--- config.mk ---
export PLATFORM = sky130hd
export DESIGN_NAME = uart_rx_param
export DESIGN_NICKNAME = d
export VERILOG_FILES = /design/src/rtl/uart_rx_param.sv
export SDC_FILE = /design/constraint.sdc
export NUM_CORES = 1
export LEC_CHECK = 0
export CAP_MARGIN = 5
export CORE_ASPECT_RATIO = 0.8
export CORE_MARGIN = 10
export CORE_UTILIZATION = 45
export DETAILED_ROUTE_END_ITERATION = 8
export PLACE_DENSITY = 0.71
export SYNTH_ARGS = -nofsm -noshare
export SYNTH_HDL_FRONTEND = slang
export SYNTH_SLANG_ARGS = --single-unit
--- constraint.sdc ---
create_clock -name clk -period 2.3 [get_ports clk]
set_clock_uncertainty 0.15 [all_clocks]
set_input_delay 0.46 -clock clk [delete_from_list [all_inputs] [get_ports clk]]
set_output_delay 0.46 -clock clk [all_outputs]
set_load 0.05 [all_outputs]
--- src/rtl/uart_rx_param.sv ---
// Purpose: oversampling UART receiver with configurable data width, parity mode and stop-bit count.
// Latency: word presented one cycle after the final stop-bit sample, which is taken mid stop bit.
// Backpressure: one-word holding register; a frame completing while the held word is unaccepted is dropped and overrun pulses.
module uart_rx_param #(
  parameter int CLKS_PER_BIT = 434,
  parameter int DATA_BITS    = 8,
  parameter int PARITY       = 0,
  parameter int STOP_BITS    = 1
) (
  input  logic                 clk,
  input  logic                 reset,
  input  logic                 serial_rx,
  output logic [DATA_BITS-1:0] rx_data,
  output logic                 rx_valid,
  input  logic                 rx_ready,
  output logic                 parity_err,
  output logic                 frame_err,
  output logic                 overrun,
  output logic                 busy
);
  localparam int              CW        = $clog2(CLKS_PER_BIT);
  localparam int              HALF      = CLKS_PER_BIT / 2;
  localparam logic [CW-1:0]   HALF_M1   = CW'(HALF - 1);
  localparam logic [CW-1:0]   FULL_M1   = CW'(CLKS_PER_BIT - 1);
  localparam logic [3:0]      DATA_LAST = 4'(DATA_BITS - 1);
  localparam logic [3:0]      STOP_LAST = 4'(STOP_BITS - 1);

  typedef enum logic [2:0] {S_IDLE, S_START, S_DATA, S_PARITY, S_STOP} state_t;

  logic                 sync1_q, sync2_q;
  state_t               state_q, state_d;
  logic [CW-1:0]        cnt_q, cnt_d;
  logic [3:0]           bit_q, bit_d;
  logic [DATA_BITS-1:0] shift_q, shift_d;
  logic                 par_bit_q, par_bit_d;
  logic                 stop_err_q, stop_err_d;
  logic                 wait_high_q, wait_high_d;
  logic [DATA_BITS-1:0] data_q, data_d;
  logic                 valid_q, valid_d;
  logic                 perr_q, perr_d;
  logic                 ferr_q, ferr_d;
  logic                 ovr_q, ovr_d;

  logic line;
  logic frame_done;
  logic frame_ferr;
  logic frame_perr;
  logic par_xor;

  assign line = sync2_q;

  // Bring the asynchronous line into the clock domain; idles high.
  always_ff @(posedge clk) begin
    if (!reset) begin
      sync1_q <= 1'b1;
      sync2_q <= 1'b1;
    end else begin
      sync1_q <= serial_rx;
      sync2_q <= sync1_q;
    end
  end

  // Next-state logic: bit timing, sampling, and the holding register update at frame end.
  always_comb begin
    state_d     = state_q;
    cnt_d       = cnt_q + CW'(1);
    bit_d       = bit_q;
    shift_d     = shift_q;
    par_bit_d   = par_bit_q;
    stop_err_d  = stop_err_q;
    wait_high_d = wait_high_q;
    frame_done  = 1'b0;
    frame_ferr  = stop_err_q | ~line;
    par_xor     = (^shift_q) ^ par_bit_q;
    frame_perr  = (PARITY == 1) ? par_xor : (PARITY == 2) ? ~par_xor : 1'b0;

    case (state_q)
      S_IDLE: begin
        cnt_d = '0;
        // After a framing error the line must return high before a new start counts.
        if (wait_high_q) begin
          if (line) wait_high_d = 1'b0;
        end else if (!line) begin
          state_d    = S_START;
          stop_err_d = 1'b0;
        end
      end
      S_START: begin
        if (cnt_q == HALF_M1) state_d = line ? S_IDLE : S_DATA;
      end
      S_DATA: begin
        if (cnt_q == FULL_M1) begin
          cnt_d   = '0;
          shift_d = {line, shift_q[DATA_BITS-1:1]};
          if (bit_q == DATA_LAST) state_d = (PARITY != 0) ? S_PARITY : S_STOP;
          else                    bit_d   = bit_q + 4'd1;
        end
      end
      S_PARITY: begin
        if (cnt_q == FULL_M1) begin
          par_bit_d = line;
          state_d   = S_STOP;
        end
      end
      S_STOP: begin
        if (cnt_q == FULL_M1) begin
          cnt_d      = '0;
          stop_err_d = frame_ferr;
          if (bit_q == STOP_LAST) begin
            state_d     = S_IDLE;
            frame_done  = 1'b1;
            wait_high_d = frame_ferr;
          end else begin
            bit_d = bit_q + 4'd1;
          end
        end
      end
      default: state_d = S_IDLE;
    endcase

    if (state_d != state_q) begin
      cnt_d = '0;
      bit_d = '0;
    end

    data_d  = data_q;
    perr_d  = perr_q;
    ferr_d  = ferr_q;
    ovr_d   = 1'b0;
    valid_d = valid_q & ~rx_ready;
    if (frame_done) begin
      // A word accepted in the completion cycle frees the register for the new frame.
      if (!valid_q || rx_ready) begin
        data_d  = shift_q;
        perr_d  = frame_perr;
        ferr_d  = frame_ferr;
        valid_d = 1'b1;
      end else begin
        ovr_d = 1'b1;
      end
    end
  end

  // State, datapath and output registers.
  always_ff @(posedge clk) begin
    if (!reset) begin
      state_q     <= S_IDLE;
      cnt_q       <= '0;
      bit_q       <= '0;
      shift_q     <= '0;
      par_bit_q   <= 1'b0;
      stop_err_q  <= 1'b0;
      wait_high_q <= 1'b0;
      data_q      <= '0;
      valid_q     <= 1'b0;
      perr_q      <= 1'b0;
      ferr_q      <= 1'b0;
      ovr_q       <= 1'b0;
    end else begin
      state_q     <= state_d;
      cnt_q       <= cnt_d;
      bit_q       <= bit_d;
      shift_q     <= shift_d;
      par_bit_q   <= par_bit_d;
      stop_err_q  <= stop_err_d;
      wait_high_q <= wait_high_d;
      data_q      <= data_d;
      valid_q     <= valid_d;
      perr_q      <= perr_d;
      ferr_q      <= ferr_d;
      ovr_q       <= ovr_d;
    end
  end

  assign rx_data    = data_q;
  assign rx_valid   = valid_q;
  assign parity_err = perr_q;
  assign frame_err  = ferr_q;
  assign overrun    = ovr_q;
  assign busy       = (state_q != S_IDLE);
endmodule
==> summary by stage, run 1 <==
Timing
The setup slack after layout is between 0.15 and 0.2 ns. Derived from the worst setup path, the maximum achievable clock frequency is ~470 MHz. Setup repair after global routing left no endpoint under its margin.

The number of hold violations in the final report is 0. Setup violations remaining at the end of the flow were counted as 0. The final count of pins violating max slew came to 0. The remaining max-slew budget at the tightest pin is 0.651. The worst path in the final design needs a cycle of 2.14 ns, including I/O delays and setup. The pin slew with the least headroom to its limit is between 0.5 and 0.6 ns. Hold timing on the final database bottoms out at a slack of approximately 0.28 ns. For the final routed database, the setup TNS stands at 0 ns. Dividing the final minimum period by the clock period gives 0.931.

Die
The die footprint is roughly 7000 um2. The I/O pin count is 17. Row generation in the floorplan step produced 20 rows.

The height of the die is roughly 77 um. The area of the core region is between 3000 and 4000 um2. The die is 91.4 um wide.

The starting density of the core is 0.476.

Clocking
The clock network latency to the later pin of the worst-skew pair is ~0.29 ns. The clock root buffer is sky130_fd_sc_hd__clkbuf_8. The number of clock buffers inserted by TritonCTS is 5. The clock-pin transition on the worst setup and hold timing paths is 0.07 ns.

The number of sinks on the clock net is 39. TritonCTS built the clock tree. Once the clock tree was built, the setup fixing pass inserted 0 buffers. The maximum clock path buffer count is 2. The number of H-tree levels is 2.

GRT
The total overflow left after global routing is 0. The initial antenna violation count is 0. The via count of the first global-routing pass is 1305. The first global-routing pass estimated 6130 um of wire.

For this run, the total global-route usage over all layers was measured as 0.104. The maximum number of pins on one net before global-route repair is 22.

Yosys
The number of standard cells after synthesis is approximately 190. The share of the yosys chip area belonging to registers is 0.426. The count of flip-flops with a built-in enable after synthesis is 0. The number of distinct library cells after synthesis is 44. A synthesized cell averages around 9.8 um2. The predominant post-synthesis flop cell is sky130_fd_sc_hd__dfxtp_1. After synthesis the netlist holds a flip-flop and latch count of 39. The area of the mapped netlist is between 1500 and 2000 um2.

The proportion of synthesized flip-flops having asynchronous set or reset is 0. The number of nets handed over by synthesis was approximately 200. During synthesis, Yosys emitted a total of 0 warnings.

Routing
After detailed routing, the number of vias per cell comes to around 5.1. After detailed routing, the average wire length per cell comes to approximately 13 um. The first detailed-routing pass took 4 iterations. The detailed router finished its first iteration with 69 violations. Detailed routing inserted a total of about 1300 vias.

For this run, design rule violations remaining after detail routing come to 0. The number of nets with antenna violations after detailed routing is 0. The total detailed-routing wirelength is 3490 um.

Setup path
STA classifies the critical path startpoint as a flop. The number of buffers and inverters on the critical path is 2. The worst setup path is of the flop to flop kind. For the worst setup path, the data required time is 2.34 ns. The top cell family by delay on the critical path is simple AND/OR/NAND/NOR gates.

The worst setup path is captured at a flop. The stage delay of the slowest cell on the critical path is around 0.50 ns. The cell type of the slowest stage on the worst timing path is sky130_fd_sc_hd__or3b_2. Walking the worst path, the cells encountered are inv_1, ha_1, or3b_2, nor3_1, buf_4, nor2_1, a31o_2, and2_1. The data arrival time at the worst-slack endpoint is about 2.2 ns. Of all nets on the critical path, the largest fanout is 4.

Cells and area
Compared with the post-synthesis result, the final layout area differs by 17.8%. In the final layout, the share of cells above drive strength 1 is 0.107. The library cell used most frequently in the layout, excluding fill and tap cells, is sky130_fd_sc_hd__dfxtp_1. At the end of the flow, the number of nets in the layout was ~210. The final antenna diode count is 0. Leaving out filler cells and counting taps, the final layout contains 260.

In the layout the commonest cells are 39 x sky130_fd_sc_hd__dfxtp_1, 20 x sky130_fd_sc_hd__nor2b_1, 19 x sky130_fd_sc_hd__nor2_1.

Min path
The type of the tightest min-delay check is flop to flop.

Power
Dividing total power by cell area gives a power density of 607 nW/um2. VDD sags by at most ~390 uV. The leakage power of the design is 0.784 nW.

Place
The number of buffers added on ports is 15. The post-placement setup slack is 0.117 ns. The routability-driven placement congestion ratio is between 0.8 and 0.9.

The detailed placement HPWL is 2540 um. The total instance count after detailed placement is 252.

Status
The flow ran to the end, and the final reports show no timing, DRC or antenna violations.

Job
The max-capacitance violation count is 0.
==> metrics by stage <==
stage / instance area [um2] / utilization / power, mW
final: 2160 / 0.561 / 1.31
after global routing: 2160 / 0.561 / 1.37
after CTS: 2140 / 0.555 / 1.32
after detailed placement: 2020 / 0.524 / 0.739
after global placement: 2020 / 0.524 / 0.738
after floorplan: 1830 / - / 0.727
==> path summary, 6_finish.rpt <==
kind,start,endpoint,slack (ns),cells after the start
worst min-delay path,sync1_q,line,0.28,1
worst max-delay path,bit_q[0],state_q[2],0.16,8
worst min register to register,sync1_q,line,0.28,1
worst max register to register,bit_q[0],state_q[2],0.16,8
==> routing by layer <==
layer,global-route usage,vias to the layer above,share of wire
met5,0,-,0
met4,0.0438,0,0.014
met3,0.0409,5,0.049
met2,0.162,20,0.47
met1,0.124,642,0.47
li1,-,667,-
==> cells in the mapped netlist (2+ instances only) <==
cell	number	share of area
sky130_fd_sc_hd__nand2b_1	4	0.014
sky130_fd_sc_hd__xor2_1	3	0.014
sky130_fd_sc_hd__and3_1	4	0.014
sky130_fd_sc_hd__a21oi_1	4	0.011
sky130_fd_sc_hd__or3_1	2	0.0068
sky130_fd_sc_hd__nand3_1	3	0.0082
sky130_fd_sc_hd__nand2_1	5	0.010
sky130_fd_sc_hd__mux2i_1	18	0.098
sky130_fd_sc_hd__ha_1	5	0.034
sky130_fd_sc_hd__xnor2_1	8	0.038
sky130_fd_sc_hd__dfxtp_1	39	0.43
sky130_fd_sc_hd__nand3b_1	3	0.012
sky130_fd_sc_hd__nor2b_1	20	0.068
sky130_fd_sc_hd__nand4b_1	2	0.0096
sky130_fd_sc_hd__nor3_1	3	0.0082
sky130_fd_sc_hd__nor2_1	19	0.039
sky130_fd_sc_hd__inv_1	9	0.018
sky130_fd_sc_hd__buf_6	3	0.018
sky130_fd_sc_hd__clkbuf_1	5	0.010
sky130_fd_sc_hd__and2_1	3	0.010
sky130_fd_sc_hd__or4_1	2	0.0082
==> sequential cells by signal (all words and copies together), names as in the netlist <==
name	cells
line	1
overrun	1
wait_high_q	1
cnt_q	9
sync1_q	1
shift_q	8
state_q	3
stop_err_q	1
rx_valid	1
rx_data	8
bit_q	4
frame_err	1
==> cell families after synthesis <==
logic type	Yosys count	share of synthesized area
other	1	0.00204
DFF	39	0.426
and+or+nand+nor	78	0.267
adders and majority gates	5	0.0341
AOI/OAI and AO/OA	17	0.0689
muxes	18	0.0982
buffers and inverters	18	0.0512
xor gates and xnor gates	11	0.0525
==> repair_timing <==
action	4_1_cts	5_1_grt
hold buffers	0	0
setup endpoints to repair	0	17
gates resized for setup	0	3
==> power by group <==
group | switching [mW] | internal, mW
registers | 0.00448 | 0.678
clock network | 0.235 | 0.351
logic | 0.0245 | 0.0187
total | 0.264 | 1.05
==> area by class of cell <==
type | count | area, um2
clock buffers | 6 | 82.6
clock inverters | 2 | 35.0
fillers | 346 | 1690
inverters | 9 | 33.8
multi-input cells | 130 | 982
flip-flops and latches | 39 | 781
well taps | 55 | 68.8
repair buffers | 19 | 178
(Power assumes the default switching activity.)
==> run 2: changes to the inputs <==
--- a/config.mk
+++ b/config.mk
@@ -7,7 +7,6 @@
 export LEC_CHECK = 0
 export CAP_MARGIN = 5
 export CORE_ASPECT_RATIO = 0.8
-export CORE_MARGIN = 10
 export CORE_UTILIZATION = 45
 export DETAILED_ROUTE_END_ITERATION = 8
 export PLACE_DENSITY = 0.71
==> run 2 against run 1 <==
  * Combinational power is 1% higher
  * Critical endpoint is now shift_q[1]
  * Non-clock buffer count is 1 higher
  * Via count is 2.6% higher
  * Sequential share of layout area is 0.15 points lower
  * Largest power group unchanged
  * Clock power is 2% higher
  * Sequential power hardly changed
==> summary by stage, run 2 (synthesized netlist as in run 1, its figures left out) <==
Routing
The average via count per standard cell is roughly 5.2. The number of DRC markers in iteration 0 is 52. The number of detailed-route iterations in the first pass is 4. For this block, the routed nets add up to between 3000 and 4000 um of wire.

The mean routed wirelength per cell is 13.8 um. In the routed design, unresolved DRC markers number 0. Once detail routing completed, the nets flagged for antenna violations numbered 0. The detailed router placed ~1400 vias in this run.

Power
Summed over all cells, the static leakage comes to roughly 0.79 nW. In this run the power density over the cells is about 600 nW/um2. IR analysis of the VDD net gives a maximum drop of 292 uV.

GRT
The via count of the first global-routing pass was about 1300. The global-route congestion overflow total is 0. The initial antenna violation count is 0. In the global route stage, overall resource usage came out at 0.176. The maximum number of pins on one net before global-route repair is 19. The wire length of the first global-routing pass is approximately 5800 um.

Die
The starting density of the core is 0.476. The I/O pin count is 17. The die covers between 4000 and 5000 um2. The floorplan step set the die width to approximately 73 um.

The floorplan step defined a core boundary enclosing 3850 um2. The height of the die is between 50 and 60 um. The count of standard-cell rows is 20.

Place
At the end of routability-driven placement, the weighted congestion stood at ~0.9. The detailed placement HPWL is 2470 um. The number of buffers added on ports is 15.

Setup path
The beginning of the critical path is cnt_q[1]. The critical path start-end classification is flop to flop. The endpoint of the worst setup timing path is shift_q[1]. Data on the critical path is required at its endpoint by between 2 and 2.5 ns. Along the worst path, the maximum fanout reaches 8.

The worst register-to-register path begins at cnt_q[1]. The worst setup path is captured at a flop. The capture point of the worst reg-to-reg path is shift_q[1].

The worst register-to-register path has a depth of 7. The data arrival time at the worst-slack endpoint is between 2 and 2.5 ns. The sort of element at the start of the critical path is a flop. The reg2reg setup slack is ~0.10 ns.

Timing
The number of hold violations in the final report is 0. For the final routed database, the setup TNS stands at 0 ns. After layout, the minimum clock period comes to approximately 2.2 ns. Based on the critical path, the design can be clocked at up to around 460 MHz.

The pin slew with the least headroom to its limit is a little over 0.5 ns. The remaining max-slew budget at the tightest pin is 0.660. Of the available clock period, the critical path in the final layout requires 0.955. Setup repair after global routing left no endpoint under its margin. The total setup violations reported at the end of the flow is 0. The final count of pins violating max slew is 0. The worst-case hold slack is around 0.26 ns.

Cells and area
The top cell types in the final layout, fill and taps aside, are 38 x sky130_fd_sc_hd__dfxtp_1, 20 x sky130_fd_sc_hd__nor2b_1, 19 x sky130_fd_sc_hd__nor2_1. The largest register by flop count is cnt_q. The area growth from synthesis to layout is 18.5%. The most common library cell in the layout ignoring fill and taps is sky130_fd_sc_hd__dfxtp_1. The number of flip-flops under the largest register name is 9.

The filler cells instantiated in the layout total 350. The fraction of layout cells with a size suffix above 1 is 0.117. The number of nets in the layout is between 200 and 250. The final antenna diode count is 0.

Clocking
The clock network latency to the later pin of the worst-skew pair is between 0.2 and 0.3 ns. The number of clock buffers inserted by TritonCTS is 5. The clock root buffer is sky130_fd_sc_hd__clkbuf_8. The clock-pin transition on the worst setup and hold timing paths is approximately 0.08 ns. The number of sinks on the clock net is 39. No sink is reached through more buffers than the 2 on the longest clock path. The number of H-tree levels is 2. After clock tree synthesis, the flow added hold-fix buffers numbering 0. TritonCTS built the clock tree.

Status
The run finished with clean final reports.

Job
The max-capacitance violation count is 0.

Min path
In this run the worst hold path is classified as flop to flop.
==> run 2: repair_timing <==
item | in CTS | in global routing
endpoints found under the hold margin | 0 | 0
endpoints found under the setup margin | 0 | 12
setup buffers | 0 | 0
resized for setup | 0 | 7
==> run 2: worst min-delay path by stage <==
stage	startpoint	endpoint	slack, ns	cells past startpoint
floorplan	sync1_q	line	0.24	1
global placement	sync1_q	line	0.25	1
detailed placement	sync1_q	line	0.25	1
CTS	sync1_q	line	0.27	1
global route	sync1_q	line	0.29	1
finish	sync1_q	line	0.26	1
==> run 2: cell type report <==
| class | instances | area, um2 | share of cell area |
|---|---|---|---|
| inverter | 9 | 33.8 | 0.0155 |
| tap | 55 | 68.8 | 0.0317 |
| clock inverter | 2 | 35.0 | 0.0161 |
| timing repair buffer | 20 | 183 | 0.0841 |
| multi-input combinational | 130 | 988 | 0.455 |
| clock buffer | 6 | 82.6 | 0.0380 |
| sequential | 39 | 782 | 0.360 |
==> run 2: metrics by stage <==
| step | setup WS, ns | utilization | power, mW | area (um2) | std cells |
|---|---|---|---|---|---|
| floorplan | 0.295 | - | 0.727 | 1830 | 187 |
| global placement | 0.154 | 0.524 | 0.738 | 2020 | 252 |
| detailed placement | 0.0875 | 0.524 | 0.739 | 2020 | 252 |
| CTS | 0.0705 | 0.555 | 1.33 | 2140 | 260 |
| global route | 0.0185 | 0.564 | 1.36 | 2170 | 261 |
| finish | 0.103 | 0.564 | 1.32 | 2170 | 261 |
==> run 2: layer usage <==
layer / up-vias / GRT usage / part of all wire
li1: 666 / - / -
met1: 660 / 0.223 / 0.47
met2: 36 / 0.286 / 0.47
met3: 7 / 0.0459 / 0.043
met4: 0 / 0.0797 / 0.016
met5: - / 0 / 0
==> run 2: report_power, final <==
group          switching [mW]  internal [mW]
clock network           0.245          0.351
logic                  0.0249         0.0187
registers             0.00451          0.678
total                   0.274           1.05
==> run 2: worst max-delay path, cell delays in order (launching register included) <==
cell and delay, ns:
sky130_fd_sc_hd__dfxtp_1 0.33, sky130_fd_sc_hd__inv_1 0.08, sky130_fd_sc_hd__ha_2 0.21, sky130_fd_sc_hd__nand4bb_4 0.14
sky130_fd_sc_hd__or2_1 0.30, sky130_fd_sc_hd__or3_1 0.57, sky130_fd_sc_hd__mux2i_1 0.24, sky130_fd_sc_hd__nor2b_1 0.07
==> run 3: changes to the inputs <==
--- a/config.mk
+++ b/config.mk
@@ -5,6 +5,7 @@
 export SDC_FILE = /design/constraint.sdc
 export NUM_CORES = 1
 export LEC_CHECK = 0
+export ABC_CLOCK_PERIOD_IN_PS = 2300
 export CAP_MARGIN = 5
 export CORE_ASPECT_RATIO = 0.8
 export CORE_UTILIZATION = 45
==> results of run 3 <==
Same layout as run 2: the final DEF is identical, and so are final timing and power.
